$ cat src/rtl/axis_hdr_pkg.sv
// Shared types and byte-mask helpers for the AXI-Stream header extractor.
package axis_hdr_pkg;

  typedef enum logic [1:0] {IDLE, HDR, BODY, FLUSH} state_t;

  localparam int unsigned B     = 4;
  localparam int unsigned MAX_B = 64;

  function automatic int unsigned keep2cnt(input logic [MAX_B-1:0] keep);
    int unsigned c;
    c = 0;
    for (int unsigned i = 0; i < MAX_B; i++) c += 32'(keep[i]);
    return c;
  endfunction

  // cnt ones placed at the top of an nb-bit mask
  function automatic logic [MAX_B-1:0] cnt2keep_msb(input int unsigned cnt, input int unsigned nb);
    logic [MAX_B-1:0] k;
    k = '0;
    for (int unsigned i = 0; i < MAX_B; i++)
      if ((i < nb) && (i + cnt >= nb)) k[i] = 1'b1;
    return k;
  endfunction

  function automatic logic is_thermo(input logic [MAX_B-1:0] k);
    return (k != '0) && ((k & (k + MAX_B'(1))) == '0);
  endfunction

endpackage

$ cat src/rtl/axis_byte_realign.sv
// Funnel shifter: merges residual bytes with the top N bytes of the current beat.
module axis_byte_realign
  import axis_hdr_pkg::*;
#(
  parameter int unsigned DATA_WD      = 8 * B,
  parameter int unsigned DATA_BYTE_WD = DATA_WD / 8
) (
  input  logic [DATA_WD-1:0]                  residual,
  input  logic [DATA_WD-1:0]                  data,
  input  logic [$clog2(DATA_BYTE_WD+1)-1:0]   n,
  output logic [DATA_WD-1:0]                  hdr_word,
  output logic [DATA_WD-1:0]                  merged,
  output logic [DATA_WD-1:0]                  new_res
);

  localparam int unsigned SH_W = $clog2(DATA_WD + 1);

  logic [SH_W-1:0] sh_n;
  logic [SH_W-1:0] sh_r;

  assign sh_n     = SH_W'(n) << 3;
  assign sh_r     = SH_W'(DATA_WD) - sh_n;
  assign hdr_word = data >> sh_r;
  assign merged   = residual | hdr_word;
  assign new_res  = data << sh_n;

endmodule

$ cat src/rtl/axi_stream_extract_header.sv
// Strips a 1..B byte header from an AXI-Stream packet and realigns the payload.
module axi_stream_extract_header
  import axis_hdr_pkg::*;
#(
  parameter int unsigned DATA_WD      = 8 * B,
  parameter int unsigned DATA_BYTE_WD = DATA_WD / 8
) (
  input  logic                    clk,
  input  logic                    rst,
  input  logic                    valid_in,
  input  logic [DATA_WD-1:0]      data_in,
  input  logic [DATA_BYTE_WD-1:0] keep_in,
  input  logic                    last_in,
  output logic                    ready_in,
  output logic                    valid_out,
  output logic [DATA_WD-1:0]      data_out,
  output logic [DATA_BYTE_WD-1:0] keep_out,
  output logic                    last_out,
  input  logic                    ready_out,
  input  logic                    valid_strip,
  input  logic [DATA_BYTE_WD-1:0] keep_strip,
  output logic                    ready_strip,
  output logic                    valid_header,
  output logic [DATA_WD-1:0]      header_out,
  output logic [DATA_BYTE_WD-1:0] keep_header,
  input  logic                    ready_header,
  output logic                    err_out
);

  localparam int unsigned CNT_W = $clog2(DATA_BYTE_WD + 1);

  state_t                  state;
  logic [CNT_W-1:0]        n_q;
  logic [CNT_W-1:0]        flush_cnt_q;
  logic [DATA_BYTE_WD-1:0] strip_q;
  logic [DATA_WD-1:0]      residual_q;
  logic [DATA_WD-1:0]      data_m;
  logic [DATA_WD-1:0]      hdr_word;
  logic [DATA_WD-1:0]      merged;
  logic [DATA_WD-1:0]      new_res;
  logic [CNT_W-1:0]        k_in;
  logic [CNT_W-1:0]        r_cnt;
  logic [CNT_W-1:0]        strip_cnt;
  logic                    strip_legal;
  logic                    in_fire;
  logic                    out_free;

  function automatic logic [DATA_BYTE_WD-1:0] keep_msb(input logic [CNT_W-1:0] c);
    return DATA_BYTE_WD'(cnt2keep_msb(32'(c), DATA_BYTE_WD));
  endfunction

  // Unkept input bytes are zeroed so every derived word carries zeros there.
  always_comb begin
    data_m = '0;
    for (int unsigned i = 0; i < DATA_BYTE_WD; i++)
      data_m[8*i +: 8] = keep_in[i] ? data_in[8*i +: 8] : 8'h00;
  end

  assign k_in        = CNT_W'(keep2cnt(MAX_B'(keep_in)));
  assign strip_legal = is_thermo(MAX_B'(keep_strip));
  assign strip_cnt   = strip_legal ? CNT_W'(keep2cnt(MAX_B'(keep_strip))) : CNT_W'(DATA_BYTE_WD);
  assign r_cnt       = CNT_W'(DATA_BYTE_WD) - n_q;
  assign out_free    = !valid_out || ready_out;
  assign ready_strip = !rst && (state == IDLE);
  assign in_fire     = valid_in && ready_in;

  always_comb begin
    ready_in = 1'b0;
    if (!rst) begin
      case (state)
        HDR:     ready_in = (!valid_header || ready_header) && out_free;
        BODY:    ready_in = out_free;
        default: ready_in = 1'b0;
      endcase
    end
  end

  axis_byte_realign #(.DATA_WD(DATA_WD), .DATA_BYTE_WD(DATA_BYTE_WD)) u_realign (
    .residual (residual_q),
    .data     (data_m),
    .n        (n_q),
    .hdr_word (hdr_word),
    .merged   (merged),
    .new_res  (new_res)
  );

  always_ff @(posedge clk) begin
    if (rst) begin
      state        <= IDLE;
      n_q          <= '0;
      flush_cnt_q  <= '0;
      strip_q      <= '0;
      residual_q   <= '0;
      valid_out    <= 1'b0;
      data_out     <= '0;
      keep_out     <= '0;
      last_out     <= 1'b0;
      valid_header <= 1'b0;
      header_out   <= '0;
      keep_header  <= '0;
      err_out      <= 1'b0;
    end else begin
      err_out <= 1'b0;
      if (ready_out)    valid_out    <= 1'b0;
      if (ready_header) valid_header <= 1'b0;
      case (state)
        IDLE: begin
          if (valid_strip) begin
            n_q        <= strip_cnt;
            strip_q    <= keep_strip;
            err_out    <= !strip_legal;
            residual_q <= '0;
            state      <= HDR;
          end
        end
        HDR: begin
          if (in_fire) begin
            valid_header <= 1'b1;
            header_out   <= hdr_word;
            keep_header  <= strip_q;
            residual_q   <= new_res;
            if (!last_in) begin
              state <= BODY;
            end else begin
              state <= IDLE;
              if (k_in < n_q) begin
                err_out <= 1'b1;
              end else if (k_in > n_q) begin
                valid_out <= 1'b1;
                data_out  <= new_res;
                keep_out  <= keep_msb(k_in - n_q);
                last_out  <= 1'b1;
              end
            end
          end
        end
        BODY: begin
          if (in_fire) begin
            valid_out  <= 1'b1;
            data_out   <= merged;
            residual_q <= new_res;
            if (last_in && (k_in <= n_q)) begin
              keep_out <= keep_msb(r_cnt + k_in);
              last_out <= 1'b1;
              state    <= IDLE;
            end else begin
              keep_out <= '1;
              last_out <= 1'b0;
              if (last_in) begin
                flush_cnt_q <= k_in - n_q;
                state       <= FLUSH;
              end
            end
          end
        end
        FLUSH: begin
          if (out_free) begin
            valid_out <= 1'b1;
            data_out  <= residual_q;
            keep_out  <= keep_msb(flush_cnt_q);
            last_out  <= 1'b1;
            state     <= IDLE;
          end
        end
        default: state <= IDLE;
      endcase
    end
  end

endmodule

$ cat config.mk
export PLATFORM = sky130hd
export DESIGN_NAME = axi_stream_extract_header
export DESIGN_NICKNAME = d
export VERILOG_FILES = /design/src/rtl/axis_hdr_pkg.sv /design/src/rtl/axis_byte_realign.sv /design/src/rtl/axi_stream_extract_header.sv
export SDC_FILE = /design/constraint.sdc
export NUM_CORES = 1
export LEC_CHECK = 0
export CAP_MARGIN = 20
export CORE_UTILIZATION = 50
export CTS_BUF_LIST = sky130_fd_sc_hd__clkbuf_16
export DETAILED_ROUTE_END_ITERATION = 6
export PLACE_DENSITY = 0.77
export SLEW_MARGIN = 10
export SYNTH_ARGS = -nofsm -noshare
export SYNTH_HDL_FRONTEND = slang
export SYNTH_SLANG_ARGS = --single-unit
$ cat constraint.sdc
create_clock -name clk -period 4.6 [get_ports clk]
set_clock_uncertainty 0.15 [all_clocks]
set_input_delay 0.46 -clock clk [delete_from_list [all_inputs] [get_ports clk]]
set_output_delay 0.46 -clock clk [all_outputs]
set_load 0.01 [all_outputs]
==> impl_results.md <==
- Total Neg Setup Slack: 0 ns
- Area Overhead vs Synth: 29.7%
- Setup violators final: 0
- Cell Count, Final, Fillers Out: 1086
- Post-layout min period: 4.17 ns
- Failing checks: design-rule violations
- Antenna-violating nets left: 0
- Hold Crit Class: reg -> reg
- Row cnt: 41
- CTS max path bufs: 2
- DRC viols: 2
- Routability cong.: 0.958
- Yosys cell types: 60
- Full die area: 0.0134 mm^2
- Final worst setup slack: 0.426 ns
- Global-route wire length before repair: 37500 um
- Post-DP Area: 0.00781 mm^2
- Sequential area share after synthesis: 37.1%
- EDFF count, synth: 0
- CTS clk-pin slew, worst paths: 0.06 ns
- Final instance area: 0.00840 mm^2
- Leak pwr: 0.00309 uW
- Status: finished with violations
- Root buffer cell: clkbuf_16
- Post-CTS Setup Bufs: 0
- Max Slew Vio Count: 0
- Warning count from the yosys run: 0
- Vias per inst: 6.47
- Crit path launch type: input port
- Vias in the first global route: 6614
- Tot GR Track Use: 37.6%
- CP Class: in -> reg
- Total vias in the final route: 7028
- GRT Residual Overflow: 0
- Crit end category: flop
- Worst-Margin Slew: 1.13 ns
- Post-CTS Resized: 0
- Sink Count: 120
- Post-layout nets: 970
- Post-Place Setup Slack: 0.0576 ns
- Port Buffers: 124
- Most used DFF post-synth: dfxtp_1
- Slew HR: 23.9%
- Clock latency at the later pin of the worst-skew pair: 0.43 ns
- Initial Utilization: 51.3%
- H-tree depth: 4
- Unrepaired setup endpoints after global routing: false
- Synth top area share: 37.1%
- Share of layout cells above drive strength 1: 7.56%
- Max-cap violations: 0
- Synth area leader: dfxtp_1
- Most frequent cells after synthesis: 120 x dfxtp_1, 115 x nand2_1, 70 x a21oi_1
- Maximum VDD drop: 400 uV
- Die Span Y: 116 um
- # fillers: 1062
- DIE WIDTH: 116 um
- Power Total: 3430 uW
- Initial DRT Pass Iterations: 7
- Final Hold Viols: 0
- Num CTS Buffers: 17
- Synth Register Bits: 120
- DRT Wirelength: 24700 um
- CTS tree: built
- I/O pin count: 125
- Crit-path max FO: 5
- Gate Count Post-Synth: 806
- Synthesized area: 0.00647 mm^2
- Count of hold-fix buffers inserted at cts: 0
- F_max: 0.240 GHz
- Post-Syn Area per Cell: 8.03 um^2
- FFs w/ async S/R, synth: 0%
- Dpl hpwl: 17700 um
- Initial antenna violation count: 0
- Tcrit/Tclk final: 90.7%
- Power density over cell area: 408 mW/mm^2
- Critical path data required time: 4.80 ns
- Largest net degree at the start of global routing: 68
- Synth top area cells: dfxtp_1 37%, nand2_1 6.7%, a21oi_1 5.4%
- Syn nets: 876
- Arrival @ worst endpoint: 4.38 ns
- Dpl cells: 1053
- WL/cell: 22.7 um
- First DRT Iteration DRCs: 905
- Most numerous cell in the Yosys netlist: dfxtp_1
- Core Region: 0.0126 mm^2
==> registers in the layout (all words and copies together) (netlist names), 2 cells and up <==
register,cells
data_out,32
header_out,32
residual_q,32
keep_header,4
keep_out,4
strip_q,4
flush_cnt_q,3
n_q,3
state,2
==> placed cells by master (no fill, tap or decap), types with 4 or more instances in the layout <==
master and instances:
a221oi_1 11, fa_1 4, clkdlybuf4s50_1 123, o22a_1 16, nor3b_1 6, a211o_1 14
clkbuf_16 17, a31o_2 7, clkinv_4 5, nand3b_1 10, and3_1 11, nor2_1 54
nor3_1 12, o211ai_1 6, nand4_1 10, and2_1 11, a22o_1 7, inv_1 21
a211oi_1 32, dfxtp_1 120, nand2b_1 5, o21ai_0 28, nand2_1 115, o2bb2ai_1 8
nor2b_1 13, o221ai_1 7, a21oi_1 70, ha_1 19, mux2i_1 4, nand3_1 47
buf_4 18, a222oi_1 14, a22oi_1 6, a32oi_1 6
==> stage by stage <==
step | hold WS (ns) | util [%]
2_1_floorplan | 0.282 | -
3_3_place_gp | 0.293 | 61.9
3_5_place_dp | 0.298 | 61.9
4_1_cts | 0.308 | 66.5
5_1_grt | 0.324 | 66.5
6_report | 0.307 | 66.5
==> cell families (layout without fill, tap and decap cells) <==
| kind of cell | after synthesis | count (layout) | share of synthesized area (%) |
|---|---|---|---|
| xor gates and xnor gates | 4 | 4 | 0.541 |
| and+or+nand+nor | 309 | 309 | 22.7 |
| other | 0 | 1 | 0 |
| muxes | 6 | 6 | 1.14 |
| DFF | 120 | 120 | 37.1 |
| buffers and inverters | 90 | 197 | 5.55 |
| adders and majority gates | 23 | 23 | 4.91 |
| AOI/OAI and AO/OA | 254 | 254 | 28.0 |
==> where the power goes <==
part / internal, uW / switching, uW / total [uW]
Clock: 797 / 520 / 1320
Sequential: 1150 / 65.8 / 1210
Combinational: 367 / 532 / 899
==> cell type report <==
| type | count | area, um^2 | share of cell area, % |
|---|---|---|---|
| Tap cell | 172 | 215 | 2.56 |
| Clock inverter | 15 | 156 | 1.86 |
| Inverter | 22 | 82.6 | 0.984 |
| Sequential cell | 120 | 2400 | 28.6 |
| Multi-Input combinational cell | 596 | 3720 | 44.3 |
| Timing Repair Buffer | 143 | 1390 | 16.6 |
| Antenna cell | 1 | 2.50 | 0.0298 |
| Clock buffer | 17 | 425 | 5.07 |
==> critical path: stages <==
cell	delay, ns
clkdlybuf4s50_1	0.52
inv_1	0.08
fa_1	0.58
inv_1	0.06
ha_1	0.18
ha_1	0.30
ha_1	0.14
inv_1	0.04
fa_1	0.42
and2_1	0.17
a221o_1	0.37
a211o_1	0.37
or4_1	0.55
a21oi_1	0.15
==> worst paths after layout <==
check | startpoint | to | slack [ns] | cells past startpoint
setup / recovery | keep_in[0] | data_out[15] | 0.43 | 14
hold / removal | header_out[27] | header_out[27] | 0.31 | 2
setup reg to reg | n_q[2] | data_out[15] | 1.08 | 7
hold reg to reg | header_out[27] | header_out[27] | 0.31 | 2
==> routing by layer <==
metal	wire length [um]	global-route usage, %
met2	10900	58.3
met5	0	0
met3	2610	9.73
met1	10200	49.0
met4	936	17.4
(Power assumes the default switching activity.)
